## config.mk

```make
export PLATFORM = sky130hd
export DESIGN_NAME = gpio_pcint
export DESIGN_NICKNAME = d
export VERILOG_FILES = /design/src/rtl/gpio_pcint.sv
export SDC_FILE = /design/constraint.sdc
export NUM_CORES = 1
export LEC_CHECK = 0
export CAP_MARGIN = 20
export CORE_MARGIN = 2
export CORE_UTILIZATION = 37
export DETAILED_ROUTE_END_ITERATION = 6
export PLACE_DENSITY = 0.75
export SKIP_CTS_REPAIR_TIMING = 1
export SYNTH_ARGS = -nofsm -noshare
export SYNTH_HDL_FRONTEND = slang
export SYNTH_SLANG_ARGS = --single-unit
export TNS_END_PERCENT = 5
```

## constraint.sdc

```tcl
create_clock -name clk -period 1.7 [get_ports clk]
set_input_delay 0.34 -clock clk [delete_from_list [all_inputs] [get_ports clk]]
set_output_delay 0.34 -clock clk [all_outputs]
set_load 0.02 [all_outputs]
```

## src/rtl/gpio_pcint.sv

```systemverilog
// Port D pin-change / external-interrupt controller: synchronises pins, latches
// sticky flags, raises irq lines and exposes two control words on the memory bus.
module gpio_pcint #(
    parameter logic [31:0] BASE_ADDR   = 32'h0000_0100,
    parameter int unsigned SYNC_STAGES = 2
) (
    input  logic        clk,
    input  logic        rst,
    input  logic        mem_valid,
    input  logic [31:0] mem_addr,
    input  logic [31:0] mem_wdata,
    input  logic [3:0]  mem_wstrb,
    output logic [31:0] mem_rdata,
    output logic        mem_ready,
    input  logic [7:0]  gpio_pin_in_d,
    output logic        irq_pcint,
    output logic        irq_int0,
    output logic        irq_int1
);

    localparam int unsigned PIN_W = 8;
    localparam int unsigned INT_N = 2;

    logic [SYNC_STAGES-1:0][PIN_W-1:0] sync_q;
    logic [PIN_W-1:0] prev_q;
    logic [PIN_W-1:0] pin_s;
    logic [PIN_W-1:0] edges;

    logic             pcie_q;
    logic [PIN_W-1:0] pcmsk_q;
    logic             pcif_q;
    logic [3:0]       eicra_q;
    logic [INT_N-1:0] eimsk_q;
    logic [INT_N-1:0] eifr_q;

    logic             sel0;
    logic             sel1;
    logic             accept;
    logic             wr0;
    logic             wr1;
    logic             pcif_set;
    logic             pcif_clr;
    logic             pcif_d;
    logic [INT_N-1:0] int_set;
    logic [INT_N-1:0] int_level;
    logic [INT_N-1:0] eifr_clr;
    logic [INT_N-1:0] eifr_d;
    logic [INT_N-1:0] eifr_rd;
    logic [31:0]      rd_word;
    logic             unused_bits;

    assign unused_bits = ^{mem_addr[1:0], mem_wdata[31:18], mem_wdata[7:4], mem_wstrb[3]};

    // Pin synchroniser plus the 'prev' stage used for edge detection
    always_ff @(posedge clk) begin
        if (rst) begin
            sync_q <= '0;
            prev_q <= '0;
        end else begin
            sync_q[0] <= gpio_pin_in_d;
            for (int i = 1; i < int'(SYNC_STAGES); i++) begin
                sync_q[i] <= sync_q[i-1];
            end
            prev_q <= sync_q[SYNC_STAGES-1];
        end
    end

    assign pin_s = sync_q[SYNC_STAGES-1];
    assign edges = pin_s ^ prev_q;

    assign sel0   = (mem_addr[31:2] == BASE_ADDR[31:2]);
    assign sel1   = (mem_addr[31:2] == 30'(BASE_ADDR[31:2] + 30'd1));
    assign accept = mem_valid & (sel0 | sel1) & ~mem_ready;
    assign wr0    = accept & sel0;
    assign wr1    = accept & sel1;

    // INTn sense decode; level-low mode reads the live pin instead of the latch
    always_comb begin
        int_set   = '0;
        int_level = '0;
        for (int n = 0; n < int'(INT_N); n++) begin
            case (eicra_q[2*n +: 2])
                2'b00:   int_level[n] = 1'b1;
                2'b01:   int_set[n]   = edges[2+n];
                2'b10:   int_set[n]   = edges[2+n] & ~pin_s[2+n];
                default: int_set[n]   = edges[2+n] & pin_s[2+n];
            endcase
        end
    end

    assign eifr_rd  = (int_level & ~pin_s[3:2]) | (~int_level & eifr_q);

    // A set in the same cycle as a write-one-to-clear keeps the flag
    assign pcif_set = |(edges & pcmsk_q);
    assign pcif_clr = wr0 & mem_wstrb[2] & mem_wdata[16];
    assign pcif_d   = pcif_set | (pcif_q & ~pcif_clr);
    assign eifr_clr = {INT_N{wr1 & mem_wstrb[2]}} & mem_wdata[17:16];
    assign eifr_d   = int_set | (eifr_q & ~eifr_clr);

    always_comb begin
        rd_word = '0;
        if (sel0) begin
            rd_word = {8'h00, 7'h00, pcif_q, pcmsk_q, 7'h00, pcie_q};
        end else if (sel1) begin
            rd_word = {8'h00, 6'h00, eifr_rd, 6'h00, eimsk_q, 4'h0, eicra_q};
        end
    end

    // Control registers, flags and registered bus/irq outputs
    always_ff @(posedge clk) begin
        if (rst) begin
            pcie_q    <= 1'b0;
            pcmsk_q   <= '0;
            pcif_q    <= 1'b0;
            eicra_q   <= '0;
            eimsk_q   <= '0;
            eifr_q    <= '0;
            mem_ready <= 1'b0;
            mem_rdata <= '0;
            irq_pcint <= 1'b0;
            irq_int0  <= 1'b0;
            irq_int1  <= 1'b0;
        end else begin
            if (wr0 && mem_wstrb[0]) pcie_q  <= mem_wdata[0];
            if (wr0 && mem_wstrb[1]) pcmsk_q <= mem_wdata[15:8];
            if (wr1 && mem_wstrb[0]) eicra_q <= mem_wdata[3:0];
            if (wr1 && mem_wstrb[1]) eimsk_q <= mem_wdata[9:8];
            pcif_q    <= pcif_d;
            eifr_q    <= eifr_d;
            mem_ready <= accept;
            mem_rdata <= accept ? rd_word : 32'h0;
            irq_pcint <= pcif_q & pcie_q;
            irq_int0  <= eifr_rd[0] & eimsk_q[0];
            irq_int1  <= eifr_rd[1] & eimsk_q[1];
        end
    end

endmodule

```

==> flow_summary_export.csv, run 1 <==
group,metric,value,unit
status,outcome,"finished with violations",
status,violations,"setup timing",
placement,port_buffers,75,
critical_path,cp.buffers_inverters,3,
clocking,htree_num_levels,3,
floorplanning,die_w,87.1,um
route,firstDrtPassIters,4,
synth,yosysTopAreaCell,"dfxtp_1",
pwr,leakage,1.63,nW
synth,netlist_instances,237,
finish,finalInstanceArea,0.00376,sq mm
route,met1_length,2.44,mm
finish,area_growth,47.2,%
route,top_layer,"met4",
global_route,antenna_found_initial,0,
timing,hold_viol,0,
clocking,clk_latency,0.33,ns
clocking,cts_tree,"built",
synth,synth_top_area_share,47.0,%
global_route,grt-ovfl-total,0,
pwr,ir_drop,0.372,mV
critical_path,cp.arrival,1.93,ns
timing,grt_setup_unrepaired,"true",
route,drc,0,
min_path,hp-class,"in2reg",
critical_path,critPathMostFrequentCell,"buf_4",
floorplanning,ios,115,
synth,netlist_area,0.00256,sq mm
critical_path,worstPathMaxFanout,3,
synth,ys_top_cells_by_area,"dfxtp_1 47%, nor2b_1 6.6%, mux2i_1 5.9%, nor4_4 5.8%, nand2b_1 5.6%",
timing,period_share,101,%
synth,syn-mean-instance-area,10.8,sq um
timing,drv_slew,0,
timing,finalSetupViolations,3,
critical_path,worstSetupStartpointType,"input pin",
clocking,clock_path_buffers,2,
route,drtAntennaViolNets,0,
synth,yosysWarnings,0,
synth,ys_ff_latch,60,
timing,fin_ws,-0.0228,ns
critical_path,cp-end-kind,"register",
floorplanning,fp-row-count,30,
critical_path,required,1.91,ns
timing,period_needed,1.72,ns
clocking,cts_buffers,9,
placement,place_area,0.00341,sq mm
placement,gp_routability_congestion,0.802,
floorplanning,design.core.area,0.00676,sq mm
finish,fin_nets,414,
global_route,first_global_vias,1733,
critical_path,slowest_delay,0.44,ns
finish,antenna_cells,0,
route,routed-wl-met2,2.82,mm
synth,ys_types,34,
clocking,clock-sinks,60,
placement,pre_cts_ws,-0.524,ns
floorplanning,initial_core_util,37.9,%
pwr,powerDensity,736,mW/mm^2
clocking,ctsRootBufferMaster,"clkbuf_8",
timing,fmax,580,MHz
timing,fin_skew,0.00817,ns
route,route.met3.wl,360,um
critical_path,crit_type,"in2reg",
clocking,clk_pin_slew_worst_paths,0.07,ns
critical_path,cp_top_family,"buffers and inverters",
critical_path,cp_slowest_cell,"clkdlybuf4s50_1",
route,dr.first_iter.drc_count,85,
route,vias,1944,
floorplanning,die_area,0.00759,sq mm
finish,drive_gt1_share,19.2,%
route,vias_per_cell,4.64,
route,totalWireLength,5.71,mm
floorplanning,die_y,87.1,um
synth,synth_seq_area_share,47.0,%
placement,dp_hpwl,3.92,mm
global_route,grt_max_degree,28,
global_route,grt_pass1_wl,7.56,mm
job,maxCapViolCount,0,
finish,fillerInstances,601,
critical_path,worstPathCellList,"clkdlybuf4s50_1 -> nor4_4 -> buf_4 -> nand4_4 -> buf_4 -> o41ai_2 -> a31oi_1",
global_route,grt_util_all_layers,13.2,%
route,wire_per_inst,13.6,um
[synthesized netlist by cell type]
master and instances:
buf_4 18, clkbuf_8 1, or2_2 1, o41ai_1 3
or4_4 1, mux2i_1 15, and4_2 2, conb_1 1
nand3_4 2, nand4_2 2, a31oi_1 3, nor4_1 3
clkbuf_1 8, o31ai_1 1, nor2_1 6, and3_1 3
and2_1 6, inv_1 2, nor3_1 7, o21ai_0 4
nor3b_1 3, nor4_4 7, a22oi_1 4, nand4_1 1
nand2b_1 23, a221oi_1 2, dfxtp_1 60, nand2_1 4
nand4bb_1 2, xor2_1 8, a22o_1 2, nor2b_1 27
or2b_2 4, nor4b_2 1
[cells in the final DEF, fill, tap and decap left out, types with 2 or more instances in the layout]
cell type        instances
xor2_1                   8
and4_2                   2
o41ai_2                  3
clkdlybuf4s50_1         51
nand4_4                  2
clkinv_2                 5
a22oi_1                  4
nor2b_1                 27
conb_1                  18
nor3_1                   6
nor3b_1                  2
nand3_4                  2
dfxtp_1                 59
nand2_1                  4
mux2i_1                 15
buf_4                   18
nand3_2                  2
o21ai_0                  4
nand4bb_1                2
or2b_2                   4
nor2_1                   5
nor4_1                   3
and2_1                   6
and3_1                   3
dlymetal6s2s_1          23
a221oi_1                 2
a31oi_1                  3
nor4_4                   7
nand2b_1                23
clkbuf_8                 9
inv_1                    2
a22o_1                   2
[per-layer routing]
layer | track usage (%) | vias to the layer above
li1 | - | 979
met1 | 14.8 | 887
met2 | 22.4 | 68
met3 | 3.41 | 10
met4 | 7.55 | 0
met5 | 0 | -
[power breakdown]
| part | internal, mW | switching (mW) | total (mW) |
|---|---|---|---|
| combinational | 0.164 | 0.133 | 0.297 |
| clock | 0.506 | 0.526 | 1.03 |
| sequential | 1.43 | 0.0109 | 1.44 |
[state kept, by name (all words and copies together) (netlist names)]
| name | cells |
|---|---|
| eifr_q | 2 |
| pin_s | 8 |
| irq_int1 | 1 |
| pcmsk_q | 8 |
| eicra_q | 4 |
| sync_q | 8 |
| eimsk_q | 2 |
| pcie_q | 1 |
| mem_rdata | 14 |
| irq_pcint | 1 |
| irq_int0 | 1 |
| mem_ready | 1 |
| prev_q | 8 |
| pcif_q | 1 |
[worst paths after layout]
| check | start | to | slack, ns | cells past startpoint |
|---|---|---|---|---|
| worst max register to register | mem_ready | mem_rdata[1] | 0 | 5 |
| worst max-delay path | mem_addr[31] | eifr_q[1] | -0.02 | 7 |
| worst min-delay path | rst | irq_pcint | 0.38 | 2 |
| worst min register to register | sync_q[5] | pin_s[5] | 0.44 | 1 |
[through the flow]
stage          total power [mW]  cells  hold slack, ns  util, %  setup TNS, ns
6_report                   2.77    419           0.384     55.7        -0.0568
5_1_grt                    2.88    419           0.398     55.7         -0.818
4_1_cts                    2.79    412           0.356     52.8          -1.58
3_5_place_dp               1.75    397           0.421     50.5         -12.84
3_3_place_gp               1.75    397           0.419     50.5         -11.60
2_1_floorplan              1.62    254           0.414        -        -0.0148
[layout make-up]
type | instances | area, sq um | share of cell area [%]
Multi-Input combinational cell | 167 | 1330 | 35.3
Sequential cell | 60 | 1200 | 31.9
Timing Repair Buffer | 95 | 970 | 25.8
Clock buffer | 9 | 124 | 3.29
Tap cell | 80 | 100 | 2.66
Clock inverter | 6 | 32.5 | 0.864
Inverter | 2 | 7.51 | 0.199
[cell families after synthesis]
kind of cell	share of synthesized area (%)
xor gates and xnor gates	2.74
DFF	47.0
and+or+nand+nor	31.6
buffers and inverters	7.29
other	0.147
muxes	5.87
AOI/OAI and AO/OA	5.38
(Power assumes the default switching activity.)
==> run 2, diff against run 1 <==
--- a/config.mk
+++ b/config.mk
@@ -6,7 +6,8 @@
 export NUM_CORES = 1
 export LEC_CHECK = 0
 export CAP_MARGIN = 20
-export CORE_MARGIN = 2
+export CORE_ASPECT_RATIO = 0.7
+export CORE_MARGIN = 1
 export CORE_UTILIZATION = 37
 export DETAILED_ROUTE_END_ITERATION = 6
 export PLACE_DENSITY = 0.75
==> flow_summary_export.csv, run 2 (synthesis results as in run 1) <==
group,metric,value,unit
global_route,first_global_vias,1803,
placement,port_buffers,75,
finish,fin_util,60.1,%
timing,hold_viol,0,
clocking,cts_tree,"built",
floorplanning,die_w,101,um
clocking,clk_latency,0.33,ns
global_route,grt_max_degree,36,
pwr,powerDensity,854,mW/mm^2
min_path,hold-path-cell-count,2,
floorplanning,die_area,0.00725,sq mm
critical_path,cp.arrival,1.90,ns
pwr,total_power,3.31,mW
clocking,cts_buffers,9,
floorplanning,initial_core_util,39.6,%
floorplanning,design.core.area,0.00646,sq mm
critical_path,cp-startpoint,"mem_addr[28]",
finish,final_common_cell,"dfxtp_1",
route,vias_per_cell,4.51,
clocking,clock_path_buffers,2,
clocking,clk_pin_slew_worst_paths,0.06,ns
critical_path,worstSetupStartpointType,"input pin",
critical_path,required,1.97,ns
placement,dp_hpwl,4.08,mm
finish,top_register,"mem_rdata",
clocking,htree_num_levels,3,
route,dr.first_iter.drc_count,92,
timing,finalSetupViolations,0,
floorplanning,ios,115,
placement,place_area,0.00343,sq mm
floorplanning,die_y,71.6,um
route,drc,0,
route,vias,1941,
min_path,hp-start,"rst",
timing,period_needed,1.63,ns
timing,fmax,613,MHz
global_route,grt_util_all_layers,15.3,%
floorplanning,fp-row-count,24,
clocking,ctsRootBufferMaster,"clkbuf_8",
critical_path,worstPathMaxFanout,8,
finish,antenna_cells,0,
finish,fin_nets,413,
route,wire_per_inst,13.0,um
clocking,clock-sinks,60,
route,drtAntennaViolNets,0,
timing,timing.hold.ws,0.411,ns
timing,period_share,96.0,%
status,outcome,"finished clean",
finish,drive_gt1_share,18.6,%
pwr,leakage,1.70,nW
critical_path,cp-end-kind,"register",
placement,gp_routability_congestion,0.755,
pwr,ir_drop,0.393,mV
finish,largest_reg_flops,14,
finish,area_growth,51.7,%
route,firstDrtPassIters,4,
job,maxCapViolCount,0,
min_path,hp-class,"in2reg",
global_route,grt-ovfl-total,0,
timing,drv_slew,0,
finish,final_cell_mix,"59 x dfxtp_1, 49 x clkdlybuf4s50_1, 27 x nor2b_1",
global_route,antenna_found_initial,0,
critical_path,rr_startpoint,"mem_ready",
finish,finalInstanceArea,0.00388,sq mm
critical_path,reg2regPathDepth,5,
global_route,grt_pass1_wl,8.33,mm
critical_path,crit_type,"in2reg",
route,totalWireLength,5.58,mm
timing,fin_skew,0.00612,ns
==> run 2: cell count changes in the layout (fill, tap and decap cells not counted), sizes merged <==
| cell | delta |
|---|---|
| clkinvlp | -1 |
| clkbuf | +3 |
| clkdlybuf4s50 | -2 |
| clkinv | -4 |
| bufinv | +3 |
| buf | +1 |
| dlymetal6s2s | +2 |
| nand3 | -2 |
==> run 2: final cells by class <==
cell class / count / area, sq um
Clock inverter: 4 / 95.1
Sequential cell: 60 / 1200
Tap cell: 91 / 114
Multi-Input combinational cell: 165 / 1290
Inverter: 2 / 7.51
Fill cell: 538 / 2580
Clock buffer: 12 / 155
Timing Repair Buffer: 96 / 1010
==> run 2: metrics by stage <==
step | setup slack (ns) | cells | setup TNS, ns
finish | 0.0684 | 430 | 0
global route | -0.0191 | 430 | -0.0261
CTS | -0.190 | 421 | -2.20
detailed placement | -0.541 | 405 | -13.82
global placement | -0.457 | 405 | -12.46
floorplan | -0.00740 | 254 | -0.0148
==> run 2: final timing paths <==
kind / slack [ns] / endpoint
worst max-delay path: 0.07 / pcmsk_q[3]
worst min-delay path: 0.41 / irq_pcint
worst max register to register: 0.08 / pcmsk_q[3]
worst min register to register: 0.43 / pin_s[5]
==> run 2: layer usage <==
metal | up-vias | share of wire [%] | global-route usage (%)
li1 | 975 | - | -
met1 | 888 | 45 | 18.6
met2 | 67 | 47 | 24.0
met3 | 11 | 7.3 | 6.05
met4 | 0 | 1.5 | 6.60
met5 | - | 0 | 0
==> run 2: worst max-delay path, cell delays in order <==
cell and delay, ns:
dlymetal6s2s_1 0.15, nor4_4 0.39, buf_4 0.20, nand4_4 0.09, nor4_4 0.36, buf_12 0.18
mux2i_1 0.18
==> run 2: report_power, final <==
| group | internal [mW] | total [mW] | switching [mW] |
|---|---|---|---|
| Clock | 1.05 | 1.58 | 0.530 |
| Combinational | 0.163 | 0.290 | 0.127 |
| Sequential | 1.43 | 1.44 | 0.0111 |
